[src/rtl/shift_right_seq.sv]
// Iterative right shifter: one bit per clock, logical or arithmetic fill,
// start/ready/done handshake toward the control unit.
module shift_right_seq #(
  parameter int unsigned WIDTH   = 32,
  parameter int unsigned SHAMT_W = 5
) (
  input  logic               clk,
  input  logic               rst_n,
  input  logic               start,
  input  logic               arith,
  input  logic [WIDTH-1:0]   data_in,
  input  logic [SHAMT_W-1:0] shamt,
  output logic               ready,
  output logic               busy,
  output logic               done,
  output logic [WIDTH-1:0]   result
);

  typedef enum logic [1:0] {
    IDLE   = 2'd0,
    SHIFT  = 2'd1,
    DONE_S = 2'd2
  } state_t;

  state_t             state, state_nxt;
  logic [WIDTH-1:0]   sreg, sreg_nxt;
  logic [SHAMT_W-1:0] cnt, cnt_nxt;
  logic               fmode, fmode_nxt;

  // State, datapath and handshake flags; flags are decoded from the next state
  // so every output comes straight from a flop.
  always_ff @(posedge clk or negedge rst_n) begin
    if (!rst_n) begin
      state <= IDLE;
      sreg  <= '0;
      cnt   <= '0;
      fmode <= 1'b0;
      ready <= 1'b1;
      busy  <= 1'b0;
      done  <= 1'b0;
    end else begin
      state <= state_nxt;
      sreg  <= sreg_nxt;
      cnt   <= cnt_nxt;
      fmode <= fmode_nxt;
      ready <= (state_nxt == IDLE);
      busy  <= (state_nxt == SHIFT);
      done  <= (state_nxt == DONE_S);
    end
  end

  // Next-state and datapath update
  always_comb begin
    state_nxt = state;
    sreg_nxt  = sreg;
    cnt_nxt   = cnt;
    fmode_nxt = fmode;
    case (state)
      IDLE: begin
        if (start) begin
          sreg_nxt  = data_in;
          cnt_nxt   = shamt;
          fmode_nxt = arith;
          state_nxt = (shamt == '0) ? DONE_S : SHIFT;
        end
      end
      SHIFT: begin
        // sign bit never moves out of the MSB, so it is the fill for sra
        sreg_nxt = {fmode & sreg[WIDTH-1], sreg[WIDTH-1:1]};
        cnt_nxt  = cnt - SHAMT_W'(1);
        if (cnt == SHAMT_W'(1)) state_nxt = DONE_S;
      end
      DONE_S:  state_nxt = IDLE;
      default: state_nxt = IDLE;
    endcase
  end

  assign result = sreg;

endmodule
[config.mk]
export PLATFORM = sky130hd
export DESIGN_NAME = shift_right_seq
export DESIGN_NICKNAME = d
export VERILOG_FILES = /design/src/rtl/shift_right_seq.sv
export SDC_FILE = /design/constraint.sdc
export NUM_CORES = 1
export LEC_CHECK = 0
export ABC_CLOCK_PERIOD_IN_PS = 1400
export BUFFER_PORTS_ARGS = -buffer_cell sky130_fd_sc_hd__buf_2
export CORE_MARGIN = 8
export CORE_UTILIZATION = 35
export DETAILED_ROUTE_END_ITERATION = 8
export GPL_TIMING_DRIVEN = 0
export PLACE_DENSITY_LB_ADDON = 0.15
export SLEW_MARGIN = 20
export SYNTH_ARGS = -nofsm -noshare
export SYNTH_HDL_FRONTEND = slang
export SYNTH_SLANG_ARGS = --single-unit
[constraint.sdc]
create_clock -name clk -period 1.4 [get_ports clk]
set_clock_uncertainty 0.1 [all_clocks]
set_input_delay 0.42 -clock clk [delete_from_list [all_inputs] [get_ports clk]]
set_output_delay 0.42 -clock clk [all_outputs]
set_load 0.1 [all_outputs]
==> summary.txt, run 1 <==
Timing
  – Final Max Slew Viols: 0
  – Worst Max-Slew Pin Slew: about 0.57 ns
  – Final WS setup: -0.1337 ns
  – Worst rel slew slack: 0.6206
  – Final setup vio count: 33
  – Final hold violation count: 0
  – Fmax: 652.0 MHz
  – Setup_tns: -0.7085 ns
  – Period utilization: 1.095
  – RSZ-0062 raised after global routing: yes
  – Fin crit period: between 1.5 and 2 ns

Synthesis
  – Synth warn: 0
  – Synth Cell Area: 2241 sq um
  – Sequential fraction of the synthesis area: 0.4807
  – Top cells by count, synth: dfrtp_1, a21oi_1, o21ai_0, a22oi_1, nor2b_1
  – Area contributors post-synth: dfrtp_1, a22oi_1, a21oi_1
  – Mapped Cells: ~230
  – Synth cell types: 27
  – Post-synth top area share: 0.4690
  – Synth Register Bits: 43
  – Mean post-synth cell area: slightly below 10 sq um
  – Syn nets: roughly 280
  – Count leader, synth: dfrtp_1
  – Ys async rst share: 1.000
  – Yosys top cell by area: dfrtp_1
  – EDFF count, synth: 0
  – Top_reg_cell synth: dfrtp_1

Critical path
  – Slowest CP cell: dfstp_2
  – Largest stage delay, worst path: 0.55 ns
  – CP cell instances: buf_12
  – CP max FO: 1
  – WP data required: 0.88 ns
  – WP buf/inv: 1
  – Critical Path Source Type: flop
  – Top cell family by delay on the critical path: flip-flops
  – CP Capture Type: primary output
  – Critical path type: reg2out
  – Worst path arrival time: 1.01 ns

Finish
  – Synth-to-Final Area Change: 70.30%
  – Post-Layout Cell Count: 430
  – Layout cell share with drive strength beyond 1: 0.5581
  – Nets: between 300 and 400
  – Diodes inserted: 0

Floorplan
  – Area of the core: about 6300 sq um
  – Die Y-Extent: 96.02 um
  – Starting density of the core: 0.3570
  – Die outline width: 96.02 um
  – Num rows: 29
  – I/O pin count: 76
  – Die area: 9219 sq um

GRT
  – First-pass GRT wire length: 11.97 mm
  – Global route overflow: 0
  – Vias in the first global route: 2426
  – Total global-route track usage: 0.1648
  – Initial antenna violation count: 0
  – Largest net degree at the start of global routing: 44

Clock network
  – H-tree depth: 2
  – Hold buffer count at CTS: 0
  – Clk slew on worst S/H paths: roughly 0.080 ns
  – CTS tree: yes
  – Maximum clock path buffer count: 2
  – CTS buffer count: 5
  – Skew-Pair Late Insertion Delay: 0.29 ns
  – Sink Count: 43
  – Root Driver: clkbuf_8

Drt
  – DRC: 0
  – Wirelength per Cell: 17.38 um
  – Vias: 2247
  – Starting DRT DRC Count: 64
  – Drt pass-1 iters: 4
  – Drt total wl: 7.475 mm
  – Post-DRT Antenna Nets: 0
  – Via/cell ratio: 5.226

Pwr
  – Sw Pwr: about 5.4 mW
  – Maximum VDD drop: 0.001670 V
  – Clk pwr share: 0.074
  – PD cells: 2758 nW/um^2
  – Pwr Total: about 11 mW
  – Static Leak: ~1.7 nW
  – Switching share of total power: 0.5130
  – Flop pwr share: 0.231
  – Int Power: 5.125 mW
  – Logic pwr share: 0.694

Placement
  – Post-DP HPWL: 4.650 mm
  – Placed insts: approximately 380
  – Placer Congestion: 0.8513
  – Port bufs: 75
  – Worst slack, placed: -0.2582 ns

Run status
  – Status: finished with violations
  – Failing checks: negative setup slack

Hold path
  – Hold Path Class: in2async

Job
  – Maxcap violations: 0
state kept, by name, indices dropped and copies added (netlist names):
| name | cells |
|---|---|
| result | 32 |
| cnt | 5 |
| state | 2 |
| busy | 1 |
| done | 1 |
| fmode | 1 |
| ready | 1 |
kinds of logic (layout without fill, tap and decap cells):
kind of cell               Yosys count  count (layout)  share of synthesized area
AOI/OAI and AO/OA                  112             112                     0.3037
DFF                                 43              43                     0.4807
muxes                                4               4                    0.01843
buffers and inverters               25             146                    0.05081
adders and majority gates            2               2                    0.01117
and+or+nand+nor                     46              46                     0.1351
timing repair:
item	CTS	global route
buffers inserted	35	6
setup endpoints to repair	74	73
endpoints found under the hold margin	0	0
resized for setup	142	54
pin swaps	2	2
power groups by stage:
stage | Combinational [mW] | Sequential [mW] | Clock (mW)
CTS | 6.88 | 2.38 | 0.803
detailed placement | 5.00 | 2.35 | 0
floorplan | 1.25 | 5.12 | 0
global placement | 4.95 | 2.34 | 0
global route | 7.68 | 2.50 | 0.846
finish | 7.31 | 2.43 | 0.781
layout by cell type (no fill, tap or decap), types with 6 or more instances in the layout:
| cell type | Yosys | routed |
|---|---|---|
| a21oi_1 | 35 | 34 |
| a22oi_1 | 31 | 29 |
| buf_12 | 0 | 33 |
| buf_2 | 13 | 42 |
| buf_4 | 1 | 48 |
| buf_6 | 0 | 9 |
| dfrtp_1 | 42 | 6 |
| dfrtp_2 | 0 | 36 |
| nor2b_1 | 28 | 27 |
| o21ai_0 | 34 | 25 |
| o21ai_1 | 0 | 9 |
per-layer routing:
metal	up-vias	routed length [um]	track usage
met4	0	125	0.05122
met2	69	3590	0.2645
met3	10	459	0.03978
met1	1083	3299	0.2131
met5	-	0	0
li1	1085	-	-
layout make-up:
type,instances,area (sq um)
Multi-Input combinational cell,164,1159
Buffer,18,148.9
Inverter,4,15.01
Tap cell,77,96.34
Clock inverter,1,5.005
Fill cell,529,2461
Clock buffer,7,76.32
Timing Repair Buffer,116,1194
Sequential cell,43,1122
worst paths after layout:
path,start,end,slack [ns],cells past startpoint
max reg2reg,state[1]$_DFF_PN0_,fmode$_DFFE_PN0P_,0,2
max,ready$_DFF_PN1_,ready,-0.13,1
max in group asynchronous,rst_n,result[0]$_DFFE_PN0P_,0.76,1
min,rst_n,result[6]$_DFFE_PN0P_,0.01,1
min reg2reg,fmode$_DFFE_PN0P_,fmode$_DFFE_PN0P_,0.43,1
min in group clk,arith,fmode$_DFFE_PN0P_,0.27,2
metrics by stage:
step	utilization	hold WS [ns]	cell area, sq um
detailed placement	0.4423	0.4085	2776
global route	0.6079	0.05295	3816
finish	0.6079	0.01487	3816
global placement	0.4423	0.3969	2776
CTS	0.5750	0.2217	3610
floorplan	-	0.02441	2305
Power figures use the tool's default switching activity.
==> run 2, diff against run 1 <==
Settings changed: SKIP_CTS_REPAIR_TIMING set to 1.
==> run 2 against run 1 <==
Effect of this change:
- critical path depth stayed put
- sequential power is 4% higher
- hold slack worse by 0.0021 ns
- core utilization is 0.10 points lower
- worst setup slack worse by 0.0063 ns
- maximum frequency is 0.41% lower
- sequential share of layout area hardly changed
- via count is 0.18% higher
- the flow still finishes with violations (negative setup slack)
- critical endpoint unchanged
- die area stayed put
==> summary.txt, run 2 (synthesis gave the netlist of run 1 again) <==
Run status
  – Status: finished with violations
  – Failing checks: negative setup slack

Timing
  – Fin crit period: 1.540 ns (+0.006332 ns)
  – Final WS setup: -0.1400 ns (-0.006332 ns)
  – Final setup vio count: 41 (+24%)
  – Fmax: 649.3 MHz (-0.41%)
  – Period utilization: 1.100 (+0.004523)
  – Setup_tns: -1.255 ns (-0.5467 ns)
  – Worst rel slew slack: 0.6174 (-0.003208)
  – Worst Max-Slew Pin Slew: 0.5738 ns (+0.004811 ns)
  – Final Max Slew Viols: 0 (unchanged)
  – Hold Slack: 0.01273 ns (-0.002136 ns)
  – Final hold violation count: 0 (unchanged)
  – RSZ-0062 raised after global routing: yes

Critical path
  – RR Startpoint: state[0]$_DFF_PN0_
  – Critical path type: reg2out
  – Reg2Reg Setup Slack: -0.08 ns (-0.08 ns)
  – Critical Path Source Type: flop
  – Worst path arrival time: 1.02 ns (about the same)
  – CP cell instances: buf_12
  – Largest stage delay, worst path: 0.55 ns (about the same)
  – CP Depth: 1 (unchanged)
  – WP buf/inv: 1 (unchanged)
  – WP data required: 0.88 ns (about the same)
  – R2R cell count: 3 (+1)
  – Worst Setup SP: ready$_DFF_PN1_
  – Slowest CP cell: dfstp_2
  – R2r endpoint: fmode$_DFFE_PN0P_
  – CP max FO: 1 (unchanged)
  – CP Capture Type: primary output
  – Top cell family by delay on the critical path: flip-flops
  – Critical Path End: ready

Pwr
  – Sw Pwr: 5.419 mW (+0.38%)
  – Logic pwr share: 0.684 (-0.010)
  – Flop pwr share: 0.241 (+0.010)
  – Int Power: 5.074 mW (-1.0%)
  – Clk pwr share: 0.075 (about the same)
  – PD cells: 2754 nW/um^2 (-0.13%)
  – Static Leak: 1.644 nW (-2.0%)
  – Switching share of total power: 0.5164 (+0.003464)
  – Maximum VDD drop: 0.001775 V (+6.3%)

Drt
  – Drt pass-1 iters: 4 (unchanged)
  – Wirelength per Cell: 16.91 um (-2.7%)
  – Post-DRT Antenna Nets: 0 (unchanged)
  – Vias: 2251 (+0.18%)
  – Via/cell ratio: 5.309 (+1.6%)
  – Drt total wl: 7.169 mm (-4.1%)
  – DRC: 0 (unchanged)
  – Starting DRT DRC Count: 75 (+17%)

Clock network
  – Root Driver: clkbuf_8
  – Skew-Pair Late Insertion Delay: 0.30 ns (about the same)
  – Maximum clock path buffer count: 2 (unchanged)
  – H-tree depth: 2 (unchanged)
  – CTS tree: yes
  – Clk slew on worst S/H paths: 0.09 ns (about the same)
  – Sink Count: 43 (unchanged)
  – CTS buffer count: 5 (unchanged)

GRT
  – Initial antenna violation count: 0 (unchanged)
  – Largest net degree at the start of global routing: 44 (unchanged)
  – First-pass GRT wire length: 10.52 mm (-12%)
  – Global route overflow: 0 (unchanged)
  – Total global-route track usage: 0.1429 (-0.02187)
  – Vias in the first global route: 2159 (-11%)

Floorplan
  – I/O pin count: 76 (unchanged)
  – Area of the core: 6277 sq um (unchanged)
  – Die Y-Extent: 96.02 um (unchanged)
  – Die area: 9219 sq um (unchanged)
  – Num rows: 29 (unchanged)
  – Starting density of the core: 0.3570 (unchanged)
  – Die outline width: 96.02 um (unchanged)

Finish
  – Largest register FFs: 32 (unchanged)
  – Nets: 389 (-1.5%)
  – Layout cell share with drive strength beyond 1: 0.5706 (+0.01253)
  – Most common cell after layout, fill and taps aside: buf_2
  – Most frequent cells in the layout: buf_2, buf_4, dfrtp_2, a21oi_1, buf_12
  – Synth-to-Final Area Change: 70.02%
  – Diodes inserted: 0 (unchanged)

Placement
  – Post-DP HPWL: 4.650 mm (unchanged)
  – Worst slack, placed: -0.2582 ns (unchanged)
  – Port bufs: 75 (unchanged)
  – Placer Congestion: 0.8513 (unchanged)

Job
  – Maxcap violations: 0 (unchanged)

Hold path
  – Hold Path Class: in2async
==> run 2: cell count changes in the layout (fill, tap and decap cells not counted), sizes merged <==
cell / previous run / this run
buf: 132 / 124
clkbuf: 9 / 11
==> run 2: how the worst min path moves through the flow <==
| stage | to | slack, ns | depth (start not counted) |
|---|---|---|---|
| floorplan | busy$_DFF_PN0_ | 0.02 | 0 |
| global placement | fmode$_DFFE_PN0P_ | 0.40 | 1 |
| detailed placement | fmode$_DFFE_PN0P_ | 0.41 | 1 |
| CTS | result[5]$_DFFE_PN0P_ | 0.22 | 1 |
| global route | result[5]$_DFFE_PN0P_ | 0.05 | 1 |
| finish | result[6]$_DFFE_PN0P_ | 0.01 | 1 |
==> run 2: cell type report <==
| type | count | area, sq um |
|---|---|---|
| repair buffers | 107 | 1111 |
| inverters | 4 | 15.01 |
| multi-input cells | 164 | 1205 |
| clock inverters | 1 | 5.005 |
| well taps | 77 | 96.34 |
| plain buffers | 21 | 178.9 |
| clock buffers | 7 | 76.32 |
| fillers | 518 | 2467 |
| flip-flops and latches | 43 | 1122 |
==> run 2: stage by stage <==
step | cells | power, mW | instance area, sq um | utilization
after floorplan | 232 | 6.370 | 2305 | -
after global placement | 384 | 7.292 | 2776 | 0.4423
after detailed placement | 384 | 7.350 | 2776 | 0.4423
after CTS | 392 | 8.136 | 2858 | 0.4553
after global routing | 424 | 10.98 | 3810 | 0.6069
final | 424 | 10.49 | 3810 | 0.6069
==> run 2: power by group through the flow <==
stage | logic [mW] | registers [mW] | clock network, mW
2_1_floorplan | 1.25 | 5.12 | 0
5_1_grt | 7.53 | 2.60 | 0.851
6_report | 7.17 | 2.53 | 0.787
3_5_place_dp | 5.00 | 2.35 | 0
3_3_place_gp | 4.95 | 2.34 | 0
4_1_cts | 5.01 | 2.33 | 0.803
==> run 2: routing by layer <==
| metal | track usage | vias up | part of all wire |
|---|---|---|---|
| met1 | 0.1897 | 1112 | 0.45 |
| li1 | - | 1074 | - |
| met3 | 0.03744 | 5 | 0.061 |
| met5 | 0 | - | 0 |
| met4 | 0.03841 | 0 | 0.0077 |
| met2 | 0.2242 | 60 | 0.48 |
==> run 3, diff against run 2 <==
Settings changed: ABC_CLOCK_PERIOD_IN_PS 1400 to 1900, REMOVE_ABC_BUFFERS set to 1.
Clock period 1.4 ns to 1.9 ns, I/O delays scaled along.
==> run 3 against run 2 <==
Effect of this change:
- the flow now finishes without violations
- core utilization is 17 points lower
- critical path depth is the same
- hold slack gained 0.17 ns
- final area decreased by 27%
- non-clock buffer count decreased by 51
- worst setup slack improved by 0.21 ns
- wire length down 15%
- register-to-register slack better by 0.22 ns
- global-route usage shrank 0.99 points
- sequential cell count did not move
- count of clock-buffer cells in the layout grew 1
==> summary.txt, run 3 (synthesis gave the netlist of run 1 again) <==
Run status
  – Status: complete, no violations

GRT
  – Largest net degree at the start of global routing: 45 (+2.3%)
  – Global route overflow: 0 (unchanged)
  – Total global-route track usage: 0.1331 (-0.009876)
  – First-pass GRT wire length: 9.804 mm (-6.8%)
  – Initial antenna violation count: 0 (unchanged)
  – Vias in the first global route: 1996 (-7.5%)

Timing
  – Hold Slack: 0.1791 ns (+0.1664 ns)
  – Final Max Slew Viols: 0 (unchanged)
  – Worst rel slew slack: 0.5617 (-0.05575)
  – RSZ-0062 raised after global routing: no
  – Period utilization: 0.9642
  – Fmax: 545.8 MHz
  – Final hold violation count: 0 (unchanged)
  – Final setup vio count: 0 (-100%)
  – Worst Max-Slew Pin Slew: 0.6483 ns (+0.07449 ns)
  – Fin crit period: 1.832 ns

Critical path
  – Critical path type: reg2out
  – CP Capture Type: primary output
  – Top cell family by delay on the critical path: buffers and inverters
  – WP buf/inv: 1 (unchanged)
  – CP cell instances: buf_2
  – WP data required: 1.23 ns (+0.35 ns)
  – Worst path arrival time: 1.16 ns (+0.14 ns)
  – Slowest CP cell: buf_2
  – Largest stage delay, worst path: 0.45 ns (-0.10 ns)
  – Critical Path Source Type: flop
  – CP max FO: 4 (+3)

Drt
  – Drt total wl: 6.100 mm (-15%)
  – Vias: 1986 (-12%)
  – Via/cell ratio: 5.324 (+0.29%)
  – Post-DRT Antenna Nets: 0 (unchanged)
  – Starting DRT DRC Count: 133 (+77%)
  – Wirelength per Cell: 16.35 um (-3.3%)
  – DRC: 0 (unchanged)
  – Drt pass-1 iters: 4 (unchanged)

Finish
  – Largest register FFs: 32 (unchanged)
  – Nets: 338 (-13%)
  – Most frequent cells in the layout: buf_2, dfrtp_1, a21oi_1, o21ai_0, a22oi_1
  – Diodes inserted: 0 (unchanged)
  – Most common cell after layout, fill and taps aside: buf_2
  – Synth-to-Final Area Change: 23.45%
  – Fillers: 633 (+22%)
  – Layout cell share with drive strength beyond 1: 0.3108 (-0.2598)

Clock network
  – CTS tree: yes
  – Sink Count: 43 (unchanged)
  – Clk slew on worst S/H paths: 0.08 ns (about the same)
  – CTS buffer count: 5 (unchanged)
  – H-tree depth: 2 (unchanged)
  – Root Driver: clkbuf_8
  – Maximum clock path buffer count: 2 (unchanged)
  – Skew-Pair Late Insertion Delay: 0.29 ns (about the same)

Floorplan
  – Num rows: 29 (unchanged)
  – Starting density of the core: 0.3570 (unchanged)
  – Die area: 9219 sq um (unchanged)
  – Die Y-Extent: 96.02 um (unchanged)
  – Die outline width: 96.02 um (unchanged)
  – Area of the core: 6277 sq um (unchanged)
  – I/O pin count: 76 (unchanged)

Placement
  – Port bufs: 75 (unchanged)
  – Placer Congestion: 0.7147 (-16%)
  – Post-DP HPWL: 3.970 mm (-15%)

Job
  – Maxcap violations: 0 (unchanged)

Hold path
  – Hold Path Class: in2async
[run 3: changes by cell type in the layout (fill, tap and decap cells not counted), sizes merged]
cell / change
buf: -49
clkbuf: -1
clkinv: -1
[run 3: stage by stage]
step           area, sq um  utilization  TNS, ns  instances  setup slack [ns]
2_1_floorplan         2142            -   -19.53        211           -0.5750
3_3_place_gp          2614       0.4164   -67.19        363            -1.971
3_5_place_dp          2674       0.4260   -12.16        365           -0.3621
4_1_cts               2754       0.4387   -1.758        373           -0.1083
5_1_grt               2766       0.4407        0        373          0.006878
6_report              2766       0.4407        0        373           0.06798
[run 3: worst paths after layout]
| check | from | endpoint | slack, ns | depth (start not counted) |
|---|---|---|---|---|
| worst min register to register | fmode$_DFFE_PN0P_ | fmode$_DFFE_PN0P_ | 0.42 | 1 |
| worst min-delay path | rst_n | fmode$_DFFE_PN0P_ | 0.18 | 1 |
| worst max-delay path | result[20]$_DFFE_PN0P_ | result[20] | 0.07 | 1 |
| worst max register to register | state[0]$_DFF_PN0_ | result[11]$_DFFE_PN0P_ | 0.14 | 4 |
| min in group clk | arith | fmode$_DFFE_PN0P_ | 0.41 | 2 |
| max in group asynchronous | rst_n | state[0]$_DFF_PN0_ | 1.09 | 1 |
[run 3: metal layers]
metal	routed length (um)	GRT usage	up-vias
met5	0	0	-
met4	76	0.04609	0
met3	304	0.02496	7
met2	2896	0.2179	50
met1	2822	0.1711	954
li1	-	-	975
[run 3: layout make-up]
cell class | instances | area (sq um) | area share
clock buffer | 8 | 80.08 | 0.02895
inverter | 4 | 15.01 | 0.005427
multi-input combinational | 164 | 1065 | 0.3849
sequential | 43 | 1085 | 0.3921
tap | 77 | 96.34 | 0.03483
timing repair buffer | 77 | 425.4 | 0.1538
Power of run 3 is not shown: default switching activity piles up to over one toggle a cycle in this logic, so the estimate is an artifact.
